[src/rtl/wb_trace_pkg.sv]
// Shared types for the write-back trace checker.
//   commit_t  : one retired register write (pc, destination register, data)
//   state_t   : checker control states
//   popcount  : number of set bits in a 32-bit vector (used for retire counting)
package wb_trace_pkg;

   typedef struct packed {
      logic [31:0] pc;
      logic [4:0]  rd;
      logic [31:0] wdata;
   } commit_t;

   typedef enum logic [1:0] {
      ST_IDLE = 2'd0,
      ST_RUN  = 2'd1,
      ST_DONE = 2'd2,
      ST_HALT = 2'd3
   } state_t;

   function automatic logic [5:0] popcount(input logic [31:0] v);
      logic [5:0] c;
      c = 6'd0;
      for (int i = 0; i < 32; i++) begin
         c = c + {5'd0, v[i]};
      end
      return c;
   endfunction

endpackage

[src/rtl/wb_trace_checker_fifo.sv]
// Commit FIFO: up to LANES writes per cycle, one read per cycle.
// Valid lanes are packed contiguously in ascending lane order. A cycle's group
// is accepted whole or dropped whole; the fit check uses the post-pop count so
// a simultaneous pop frees a slot for the same cycle's pushes.
//   clk, resetn   : clock, async active-low reset
//   i_flush       : empty the FIFO (wins over push and pop)
//   i_push_en     : capture allowed this cycle
//   i_lane_vld    : per-lane qualifying write
//   i_lane_data   : per-lane commit record
//   i_pop         : consume the head entry
//   o_head        : head entry, read straight from the storage flops
//   o_empty       : FIFO holds no entries
//   o_overflow    : this cycle's group did not fit and was dropped
module wb_commit_fifo
   import wb_trace_pkg::*;
#(
   parameter int LANES = 2,
   parameter int DEPTH = 8
) (
   input  logic                  clk,
   input  logic                  resetn,
   input  logic                  i_flush,
   input  logic                  i_push_en,
   input  logic [LANES-1:0]      i_lane_vld,
   input  commit_t [LANES-1:0]   i_lane_data,
   input  logic                  i_pop,
   output commit_t               o_head,
   output logic                  o_empty,
   output logic                  o_overflow
);

   localparam int AW = $clog2(DEPTH);
   localparam int CW = AW + 1;

   commit_t          r_mem [DEPTH];
   logic [AW-1:0]    r_rd_ptr;
   logic [AW-1:0]    r_wr_ptr;
   logic [CW-1:0]    r_count;

   logic [AW-1:0]    w_idx [LANES];
   logic [CW-1:0]    w_acc;
   logic [CW-1:0]    w_n;
   logic [CW-1:0]    w_after_pop;
   logic [CW-1:0]    w_free;
   logic             w_pop;
   logic             w_fit;
   logic             w_push;

   // Slot offset of each lane = number of valid lanes below it (compaction).
   always_comb begin
      w_acc = {CW{1'b0}};
      for (int i = 0; i < LANES; i++) begin
         w_idx[i] = r_wr_ptr + w_acc[AW-1:0];
         w_acc    = w_acc + {{AW{1'b0}}, i_lane_vld[i]};
      end
      w_n = w_acc;
   end

   assign w_pop       = i_pop && (r_count != {CW{1'b0}});
   assign w_after_pop = r_count - {{AW{1'b0}}, w_pop};
   assign w_free      = CW'(DEPTH) - w_after_pop;
   assign w_fit       = (w_n <= w_free);
   assign w_push      = i_push_en && !i_flush && w_fit && (w_n != {CW{1'b0}});
   assign o_overflow  = i_push_en && !i_flush && !w_fit;
   assign o_head      = r_mem[r_rd_ptr];
   assign o_empty     = (r_count == {CW{1'b0}});

   // Storage write: each valid lane lands in its compacted slot.
   always_ff @(posedge clk) begin
      for (int i = 0; i < LANES; i++) begin
         if (w_push && i_lane_vld[i]) begin
            r_mem[w_idx[i]] <= i_lane_data[i];
         end
      end
   end

   // Pointer and occupancy tracking.
   always_ff @(posedge clk or negedge resetn) begin
      if (!resetn) begin
         r_rd_ptr <= {AW{1'b0}};
         r_wr_ptr <= {AW{1'b0}};
         r_count  <= {CW{1'b0}};
      end else if (i_flush) begin
         r_rd_ptr <= {AW{1'b0}};
         r_wr_ptr <= {AW{1'b0}};
         r_count  <= {CW{1'b0}};
      end else begin
         if (w_pop) begin
            r_rd_ptr <= r_rd_ptr + {{(AW-1){1'b0}}, 1'b1};
         end
         if (w_push) begin
            r_wr_ptr <= r_wr_ptr + w_n[AW-1:0];
            r_count  <= w_after_pop + w_n;
         end else begin
            r_count  <= w_after_pop;
         end
      end
   end

endmodule

[config.mk]
export PLATFORM = sky130hd
export DESIGN_NAME = wb_commit_fifo
export DESIGN_NICKNAME = d
export VERILOG_FILES = /design/src/rtl/wb_trace_pkg.sv /design/src/rtl/wb_trace_checker_fifo.sv
export SDC_FILE = /design/constraint.sdc
export NUM_CORES = 1
export LEC_CHECK = 0
export BUFFER_PORTS_ARGS = -buffer_cell sky130_fd_sc_hd__buf_2
export CAP_MARGIN = 20
export CORE_UTILIZATION = 61
export CTS_CLUSTER_DIAMETER = 150
export CTS_CLUSTER_SIZE = 30
export DETAILED_ROUTE_END_ITERATION = 16
export GPL_TIMING_DRIVEN = 0
export PLACE_DENSITY = 0.88
export SYNTH_ARGS = -nofsm -noshare
export SYNTH_HDL_FRONTEND = slang
export SYNTH_SLANG_ARGS = --single-unit
[constraint.sdc]
create_clock -name clk -period 7.75 [get_ports clk]
set_clock_uncertainty 0.15 [all_clocks]
set_input_delay 1.1625 -clock clk [delete_from_list [all_inputs] [get_ports clk]]
set_output_delay 1.1625 -clock clk [all_outputs]
set_load 0.02 [all_outputs]
== Yosys cells after proc, flatten, opt, wreduce, memory -nomap -nowiden ==
Memory sizes are Yosys's and may differ from the RTL's.
Index checks and enable logic that the tools add are counted.

* Memories kept: 1
* Bits in latches: 0
* Logic and storage cells: 36
* Register bits after elaboration: 10
* Input port bits: 145
* RAM bits: 552
* Bits in read-only memories: 0

{| class="wikitable"
|+ Memories
! memory !! depth !! bits a word !! rd ports !! clocked after memory_dff !! wr ports !! line !! source
|-
| r_mem || 8 || 69 || 1 || 0 || 2 || wb_trace_checker_fifo.sv:35 || <nowiki>commit_t r_mem [DEPTH];</nowiki>
|}

* Reductions and logical operators: 14
* Muxes and demuxes: 10
* Bitwise logic cells: 0
* Magnitude comparators: 1
* Divide/modulo/power cells: 0
* Eq/ne operators: 0
* Add/sub/neg operators: 7
* Shifts and indexed selects: 0
* $mul: 0

{| class="wikitable"
|+ Operators by type and width
! operator !! count
|-
| $mux 3 || 4
|-
| $mux 4 || 2
|-
| $reduce_bool 4->1 || 2
|-
| $logic_and 1x1->1 || 7
|-
| $add 4x2->4 || 1
|-
| $le 2x4->1 || 1
|-
| $logic_not 4->1 || 1
|-
| $mux 1 || 4
|-
| $reduce_bool 2->1 || 2
|-
| $sub 4x1->4 || 1
|-
| $sub 4x4->4 const A || 1
|-
| $add 3x1->3 || 1
|-
| $add 3x1->3 const B || 1
|-
| $add 3x2->3 || 1
|-
| $add 1x1->2 || 1
|-
| $logic_not 1->1 || 2
|}

== Depth between registers and ports, before layout ==
Gate-level depths: netlist of run 1.

* Word-level depth: 10
* Mapped depth: 15
* Depth with buffers taken out: 11

== Worst setup path before layout of run 1 ==
No wires, ideal clock.

* Path type: reg2reg
* Start point: register r_count[1]
* End point: memory r_mem[3][0] (netlist bit), enable pin
* Required time: 7.081 ns
* Data arrival time: 6.991 ns
* Slack: 0.090 ns
* Stages on the path, launching flop included: 15
* Path buffers: 3
* Cell sequence: dfrtp_1 > buf_2 > nor4_1 > nor2b_1 > ha_1 > xnor2_1 > xnor2_1 > ha_1 > nor2b_1 > o22ai_2 > o21bai_1 > buf_4 > nand3_1 > buf_2 > a21oi_1

{| class="wikitable"
|+ RTL lines
! element !! line !! source
|-
| from (decl) || wb_trace_checker_fifo.sv:38 || <nowiki>logic [CW-1:0] r_count;</nowiki>
|-
| from (signal assigned) || wb_trace_checker_fifo.sv:82 || <nowiki>r_count <= {CW{1'b0}};</nowiki>
|-
| from (signal assigned) || wb_trace_checker_fifo.sv:86 || <nowiki>r_count <= {CW{1'b0}};</nowiki>
|-
| from (signal assigned) || wb_trace_checker_fifo.sv:93 || <nowiki>r_count <= w_after_pop + w_n;</nowiki>
|-
| to (decl) || wb_trace_checker_fifo.sv:35 ||
|}

==> impl_metrics.toml, run 1 <==
[status]
outcome = "completed"

[sta]
timing.final.ws_setup_ps = 2143
fin_crit_sh = 0.7235
finalSetupViolations = 0
worst_pin_slew_ps = 1024
drv_slew = 0
final_hold_viol_count = 0
period_needed_ps = 5607
rsz0062_at_grt = "false"
fmax_mhz = 178.3
tns_ps = 0
relSlewSlack = 0.3172

[floorplan]
start_util = 0.6227
dieWidth_um = 217.9
dieArea_um2 = 47490
pin_count = 216
core-area_um2 = 45670
die_h_um = 217.9
placementRows = 78

[hold_path]
hold_class = "in -> async"

[routing]
wl_um = 68900
drtIter0Drc = 1727
vias_per_cell = 6.560
drcViolationCount = 0
wire_per_inst_um = 28.25
dr.pass1.iters = 5
antenna_left = 0
vias = 16000

[clocking]
cts.sinks = 562
cts_tree = "built"
cts.repair.resized = 0
cts.hold.buffers_added = 0
cts_setup_buffers = 0
clockBufferDepth = 3
clkSlewWorstSetupHoldPaths_ps = 120
cts_made_buffers = 22
root_buffer = "clkbuf_16"
clk_latency_ps = 580
h-tree-depth = 1

[pwr]
peakVddDrop_mv = 0.1874
p_per_area_nw_per_um2 = 221.1
p_leak_nw = 10.52

[synth]
async_flop_share = 0.01779
syn_area_per_cell_um2 = 18.28
yosysWarnings = 0
synth_top_area_share = 0.5828
synthTopCellsByArea = "edfxtp_1, mux2_2, mux4_2"
synthFlopType = "edfxtp_1"
ys_seq_elements = 562
syn-cell-area_um2 = 28440
synth_fp_nets = 1714
synth_edf_count = 552
yosys.area.top_type = "edfxtp_1"
syn_inst = 1556
seq_area_frac_synth = 0.5916
yosys-top-cells-count = "edfxtp_1, mux2_2, mux4_2"
synth_cell_type_count = 49
yosysMostFrequentCell = "edfxtp_1"

[placement]
place.gp.congestion = 0.8227
hpwl_um = 43700
port_buffers = 215
pre_cts_slack_ps = 2099
dp_cells = 2397

[global_route]
grt.total_usage = 0.2928
grt_pass1_vias = 16600
antenna_found_initial = 13
grt_max_degree = 32
grt_overflow_total = 0
grt_pass1_wl_um = 102200

[layout]
final_cells = 2439
nFillCells = 2961
finalNetCount = 1979
area_delta_synth_final_pct = 11.00
drive_above_1_share = 0.5692

[job]
max_cap_viol_count = 0

[worst_setup_path]
end_kind = "flip-flop"
cp_max_fo = 23
worstSetupStartpointType = "flip-flop"
crit_type = "reg -> reg"
worstPathArrival_ps = 5740
worst_ep_required_time_ps = 7880
worst paths after layout:
check | cells after the start | from | end | slack (ps)
max in group asynchronous | 1 | resetn | r_wr_ptr[1]$_DFFE_PN0P_ | 7000
min in group clk | 3 | r_rd_ptr[0]$_DFFE_PN0P_ | r_rd_ptr[1]$_DFFE_PN0P_ | 570
setup reg to reg | 16 | r_count[1]$_DFF_PN0_ | r_mem[2][54]$_DFFE_PP_ | 2140
hold reg to reg | 3 | r_rd_ptr[0]$_DFFE_PN0P_ | r_rd_ptr[1]$_DFFE_PN0P_ | 570
setup / recovery | 16 | r_count[1]$_DFF_PN0_ | r_mem[2][54]$_DFFE_PP_ | 2140
hold / removal | 1 | resetn | r_rd_ptr[1]$_DFFE_PN0P_ | 270
stage by stage:
stage / cell area (um^2) / utilization / total power, mW / hold slack [ps]
5_1_grt: 31560 / 0.6909 / 7.222 / 278.6
4_1_cts: 31550 / 0.6907 / 7.009 / 250.6
2_1_floorplan: 28440 / - / 4.997 / 475.2
3_3_place_gp: 30270 / 0.6627 / 5.550 / 516.0
3_5_place_dp: 30930 / 0.6772 / 5.611 / 551.8
6_report: 31570 / 0.6912 / 6.982 / 266.3
placed cells by master (no fill, tap or decap), drive strengths merged, types with 2 or more instances in the layout:
cell	netlist	routed
nand4	11	11
mux2	625	625
ha	12	12
edfxtp	552	552
mux4	138	138
or3	3	3
inv	7	8
nand4b	2	2
a211oi	3	3
nand2b	9	9
nand2	7	7
buf	77	318
o32a	2	2
diode	0	10
o21bai	2	2
nor3	5	5
nor2	18	18
o22ai	2	2
xnor2	7	7
a21oi	7	7
dfrtp	10	10
and2	4	4
clkbuf	24	55
nor2b	6	6
nand3	6	6
xor2	2	2
worst max-delay path, stage by stage (launching register included):
cell and delay [ps]:
dfrtp_1 380, buf_2 160, nor4_1 640, nor2b_1 280
ha_1 340, xnor2_1 440, xnor2_1 130, ha_1 320
nor2b_1 140, o22ai_2 260, o21bai_1 170, buf_4 210
nand3_1 170, buf_2 340, nor2_4 660, buf_16 250
buf_12 230
final cells by class:
type | count | area (um^2) | share of cell area
flip-flops and latches | 562 | 16830 | 0.5330
inverters | 7 | 26.28 | 0.0008323
clock inverters | 1 | 8.758 | 0.0002774
clock buffers | 31 | 605.6 | 0.01918
plain buffers | 101 | 538.0 | 0.01704
well taps | 600 | 750.7 | 0.02378
multi-input cells | 886 | 11120 | 0.3522
diodes | 10 | 25.02 | 0.0007926
repair buffers | 241 | 1672 | 0.05295
registers in the layout, indices dropped and copies added, names as in the netlist:
name      cells
r_rd_ptr      3
r_wr_ptr      3
r_mem       552
r_count       4
layer usage:
metal | vias up | global-route usage | part of all wire
li1 | 6896 | - | -
met1 | 8236 | 0.4004 | 0.39
met2 | 717 | 0.4892 | 0.51
met3 | 139 | 0.04045 | 0.075
met4 | 12 | 0.09254 | 0.028
met5 | - | 0 | 0.0012
power by group:
group	internal [mW]	switching [mW]	total [mW]
combinational	0.959	1.10	2.06
sequential	3.45	0.0338	3.48
clock	0.555	0.883	1.44
cells by family (layout without fill, tap and decap cells):
group	Yosys count	in the layout	share of synthesized area
simple gates	76	76	0.01659
buf+inv	108	381	0.01984
mux	763	763	0.3567
other cells	0	10	0
flops	562	562	0.5916
xor+xnor	9	9	0.002772
compound gates	25	25	0.006467
fa+ha+maj	13	13	0.005983
(Power assumes the default switching activity.)
==> run 2: changes to the inputs <==
--- a/config.mk
+++ b/config.mk
@@ -7,12 +7,12 @@
 export LEC_CHECK = 0
 export BUFFER_PORTS_ARGS = -buffer_cell sky130_fd_sc_hd__buf_2
 export CAP_MARGIN = 20
-export CORE_UTILIZATION = 61
+export CORE_UTILIZATION = 55
 export CTS_CLUSTER_DIAMETER = 150
 export CTS_CLUSTER_SIZE = 30
 export DETAILED_ROUTE_END_ITERATION = 16
 export GPL_TIMING_DRIVEN = 0
-export PLACE_DENSITY = 0.88
+export PLACE_DENSITY = 0.84
 export SYNTH_ARGS = -nofsm -noshare
 export SYNTH_HDL_FRONTEND = slang
 export SYNTH_SLANG_ARGS = --single-unit
==> constraint.sdc (replaced) <==
create_clock -name clk -period 4.82 [get_ports clk]
set_clock_uncertainty 0.15 [all_clocks]
set_input_delay 0.723 -clock clk [delete_from_list [all_inputs] [get_ports clk]]
set_output_delay 0.723 -clock clk [all_outputs]
set_load 0.02 [all_outputs]
==> impl_metrics.toml, run 2 (synthesis results as in run 1) <==
[status]
outcome = "completed"

[floorplan]
start_util = 0.5623
pin_count = 216
dieWidth_um = 229.4
core-area_um2 = 50580
placementRows = 82
dieArea_um2 = 52620
die_h_um = 229.4

[hold_path]
hold_class = "in -> reg"

[sta]
final_hold_viol_count = 0
period_needed_ps = 4502
fmax_mhz = 222.1
fin_crit_sh = 0.9340
worst_pin_slew_ps = 1011
drv_slew = 0
rsz0062_at_grt = "false"
tns_ps = 0
fin_hold_ws_ps = 360.2
finalSetupViolations = 0
relSlewSlack = 0.3261

[routing]
drcViolationCount = 0
dr.pass1.iters = 5
vias = 15960
antenna_left = 0
wl_um = 71580
vias_per_cell = 6.294
drtIter0Drc = 1891
wire_per_inst_um = 28.22

[global_route]
grt_pass1_vias = 16610
grt_overflow_total = 0
grt.total_usage = 0.2719
antenna_found_initial = 15
grt_pass1_wl_um = 105700
grt_max_degree = 32

[clocking]
cts.sinks = 562
cts_tree = "built"
root_buffer = "clkbuf_16"
clk_latency_ps = 580
clkSlewWorstSetupHoldPaths_ps = 120
h-tree-depth = 1
clockBufferDepth = 3
cts_made_buffers = 22

[placement]
postPlaceCellArea_um2 = 31020
hpwl_um = 45700
port_buffers = 215
place.gp.congestion = 0.7963

[worst_setup_path]
cp_max_fo = 10
path_delay_family = "buffers and inverters"
slowest_stage = "nand4_2"
crit_chain = "buf_2, nor4_4, nor2b_2, ha_1, xnor2_2, xnor2_1, ha_1, nor2b_1, o22ai_2, o21bai_1, buf_4, nand4_2, buf_4, buf_4, mux2_1"
worstSetupStartpointType = "flip-flop"
end_kind = "flip-flop"
cpMostUsedCell = "buf_4"
crit_buf_inv = 4
crit_type = "reg -> reg"
worst_ep_required_time_ps = 4990
cp_slowest_stage_delay_ps = 380
worstPathArrival_ps = 4670

[layout]
layout_common_cells = "edfxtp_1, mux2_2, buf_2"
final_core_util = 0.6293
design_area_um2 = 31830
largest_register_ffs = 552
area_delta_synth_final_pct = 11.91
layout.cells.most_common = "edfxtp_1"
finalNetCount = 1996
drive_above_1_share = 0.5717

[job]
max_cap_viol_count = 0

[pwr]
total_power_mw = 11.37
p_per_area_nw_per_um2 = 357.3
p_leak_nw = 10.62
peakVddDrop_mv = 0.2522
[run 2: cell types whose count changed in the layout (fill, tap and decap cells not counted), sizes merged]
cell,delta
dlygate4sd3,+1
clkbuf,+8
nor2,+1
buf,+15
[run 2: cell type report]
| type | instances | area, um^2 |
|---|---|---|
| Fill cell | 3549 | 18750 |
| Multi-Input combinational cell | 887 | 11150 |
| Timing Repair Buffer | 257 | 1777 |
| Tap cell | 672 | 840.8 |
| Inverter | 7 | 26.28 |
| Clock inverter | 1 | 8.758 |
| Clock buffer | 39 | 635.6 |
| Antenna cell | 10 | 25.02 |
| Sequential cell | 562 | 16830 |
| Buffer | 101 | 540.5 |
[run 2: report_power, final]
group	switching (mW)	total, mW	internal (mW)
clock network	1.48	2.40	0.919
logic	1.80	3.37	1.56
registers	0.0621	5.61	5.55
total	3.34	11.4	8.03
[run 2: final timing paths]
kind | slack [ps] | end | from | cells after the start
worst max-delay path | 320 | r_mem[1][61]$_DFFE_PP_ | r_count[1]$_DFF_PN0_ | 15
worst min-delay path | 360 | r_count[2]$_DFF_PN0_ | i_flush | 3
worst max register to register | 320 | r_mem[1][61]$_DFFE_PP_ | r_count[1]$_DFF_PN0_ | 15
worst min register to register | 560 | r_rd_ptr[1]$_DFFE_PN0P_ | r_rd_ptr[0]$_DFFE_PN0P_ | 3
max in group asynchronous | 3940 | r_count[3]$_DFF_PN0_ | resetn | 2
min in group asynchronous | 370 | r_wr_ptr[0]$_DFFE_PN0P_ | resetn | 2
[run 2: metal layers]
layer	share of wire	vias up	GRT usage
met5	0.00087	-	0
met4	0.023	10	0.07292
met3	0.081	117	0.03997
met2	0.49	700	0.4427
met1	0.41	8196	0.3841
li1	-	6939	-
[run 2: what timing repair did]
item,CTS,global route
hold buffers,1,0
buffers inserted,0,15
endpoints found under the setup margin,36,251
pin swaps,1,5
resized for setup,0,1
hold endpoints to repair,10,0
cloned,1,0
[run 2: metrics by stage]
stage	cells	setup WS, ps
6_report	2536	318.2
2_1_floorplan	1556	9.836
3_3_place_gp	2443	-1586
3_5_place_dp	2469	-424.4
5_1_grt	2530	98.28
4_1_cts	2511	5.938
[run 2: worst register-to-register path, cell delays in order, from the launching register on]
cell and delay, ps:
dfrtp_1 370, buf_2 180, nor4_4 290, nor2b_2 130, ha_1 290, xnor2_2 290
xnor2_1 170, ha_1 260, nor2b_1 150, o22ai_2 260, o21bai_1 180, buf_4 210
nand4_2 380, buf_4 370, buf_4 230, mux2_1 330
==> run 3: changes to the inputs <==
--- a/config.mk
+++ b/config.mk
@@ -6,7 +6,8 @@
 export NUM_CORES = 1
 export LEC_CHECK = 0
 export BUFFER_PORTS_ARGS = -buffer_cell sky130_fd_sc_hd__buf_2
-export CAP_MARGIN = 20
+export CAP_MARGIN = 10
+export CORE_ASPECT_RATIO = 1.2
 export CORE_UTILIZATION = 55
 export CTS_CLUSTER_DIAMETER = 150
 export CTS_CLUSTER_SIZE = 30
==> impl_metrics.toml, run 3 (synthesis results as in run 1) <==
[status]
outcome = "completed"

[routing]
dr.pass1.iters = 5
wl_um = 70500
drtIter0Drc = 1408
antenna_left = 0
vias_per_cell = 6.394
wire_per_inst_um = 28.11
vias = 16040
drcViolationCount = 0

[worst_setup_path]
worstPathArrival_ps = 4680
r2r_slack_ps = 280
crit_type = "reg -> reg"
worstSetupStartpointType = "flip-flop"
reg2regPathDepth = 16
worstReg2RegStart = "r_count[1]$_DFF_PN0_"
worst_ep_required_time_ps = 4960
reg2reg_to = "r_mem[5][30]$_DFFE_PP_"
endpoint = "r_mem[5][30]$_DFFE_PP_"
cp_max_fo = 22
end_kind = "flip-flop"
setup.worst_path.start = "r_count[1]$_DFF_PN0_"

[layout]
layout_common_cells = "edfxtp_1, mux2_2, buf_2"
drive_above_1_share = 0.5710
largest_register_ffs = 552
final_cells = 2508
area_delta_synth_final_pct = 11.67
layout.cells.most_common = "edfxtp_1"
nFillCells = 3651
finalNetCount = 1993

[placement]
place.gp.congestion = 0.8017
hpwl_um = 45610
port_buffers = 215
dp_cells = 2441

[pwr]
p_leak_nw = 10.60
p_per_area_nw_per_um2 = 356.4
peakVddDrop_mv = 0.2697
total_power_mw = 11.32

[sta]
final_hold_viol_count = 0
relSlewSlack = 0.2978
fin_crit_sh = 0.9422
drv_slew = 0
fmax_mhz = 220.2
rsz0062_at_grt = "false"
finalSetupViolations = 0
period_needed_ps = 4541
worst_pin_slew_ps = 1053
tns_ps = 0

[global_route]
grt.total_usage = 0.2681
grt_pass1_vias = 16820
antenna_found_initial = 17
grt_max_degree = 32
grt_overflow_total = 0
grt_pass1_wl_um = 104000

[clocking]
h-tree-depth = 1
cts_made_buffers = 22
clkSlewWorstSetupHoldPaths_ps = 120
cts_tree = "built"
clockBufferDepth = 3
cts.sinks = 562
clk_latency_ps = 580
root_buffer = "clkbuf_16"

[hold_path]
hold_class = "in -> reg"

[floorplan]
dieArea_um2 = 52630
pin_count = 216
placementRows = 90
start_util = 0.5613
dieWidth_um = 209.6
die_h_um = 251.1
core-area_um2 = 50670

[job]
max_cap_viol_count = 0
run 3: changes by cell type in the layout (fill, tap and decap cells not counted), sizes merged:
cell,before,now
buf,333,331
diode,10,13
nor2,19,18
run 3: worst min-delay path by stage:
stage / start / end / depth (start not counted)
3_5_place_dp: resetn / r_count[1]$_DFF_PN0_ / 1
4_1_cts: i_flush / r_count[2]$_DFF_PN0_ / 3
2_1_floorplan: resetn / r_count[0]$_DFF_PN0_ / 0
6_report: i_flush / r_count[2]$_DFF_PN0_ / 3
3_3_place_gp: resetn / r_count[1]$_DFF_PN0_ / 1
5_1_grt: i_lane_data[130] / r_mem[4][61]$_DFFE_PP_ / 2
run 3: layout make-up:
type                            instances  area [um^2]  share of cell area
Sequential cell                       562        16830              0.5298
Timing Repair Buffer                  255         1742             0.05484
Buffer                                101        540.5             0.01702
Antenna cell                           13        32.53            0.001024
Inverter                                7        26.28           0.0008273
Clock inverter                          1        8.758           0.0002758
Multi-Input combinational cell        886        11140              0.3509
Tap cell                              644        805.8             0.02537
Clock buffer                           39        635.6             0.02001
run 3: where the power goes:
| part | switching, mW | leakage, nW | internal, mW |
|---|---|---|---|
| clock network | 1.45 | 0.307 | 0.919 |
| logic | 1.79 | 5.18 | 1.55 |
| registers | 0.0630 | 5.11 | 5.55 |
run 3: stage by stage:
stage                 util  hold slack (ps)  setup slack [ps]  cell area, um^2
floorplan                -            277.4             9.836            28530
global placement    0.6002            455.6             -1520            30420
detailed placement  0.6112            460.4            -183.5            30970
CTS                 0.6241            326.7             14.75            31630
global route        0.6265            361.4             4.784            31750
finish              0.6268            347.0             278.6            31760
run 3: layer usage:
layer  share of wire  GRT usage
met1            0.40     0.3563
met5          0.0013          0
met2            0.51     0.4535
met4           0.027    0.09447
met3           0.066    0.03823
run 3: worst max-delay path, stage by stage, from the launching register on:
cell	delay, ps
dfrtp_1	380
buf_2	180
nor4_4	290
nor2b_2	130
ha_1	290
xnor2_2	290
xnor2_1	170
ha_1	260
nor2b_1	140
o22ai_2	260
o21bai_1	170
buf_4	210
nand3_1	160
buf_4	290
nor2_4	390
buf_12	240
buf_12	230
run 3: repair_timing:
| item | in CTS | in global routing |
|---|---|---|
| gates resized for setup | 0 | 1 |
| setup buffers | 0 | 13 |
| hold endpoints to repair | 10 | 0 |
| hold buffers | 1 | 0 |
| pin swaps | 1 | 4 |
| setup endpoints to repair | 13 | 179 |
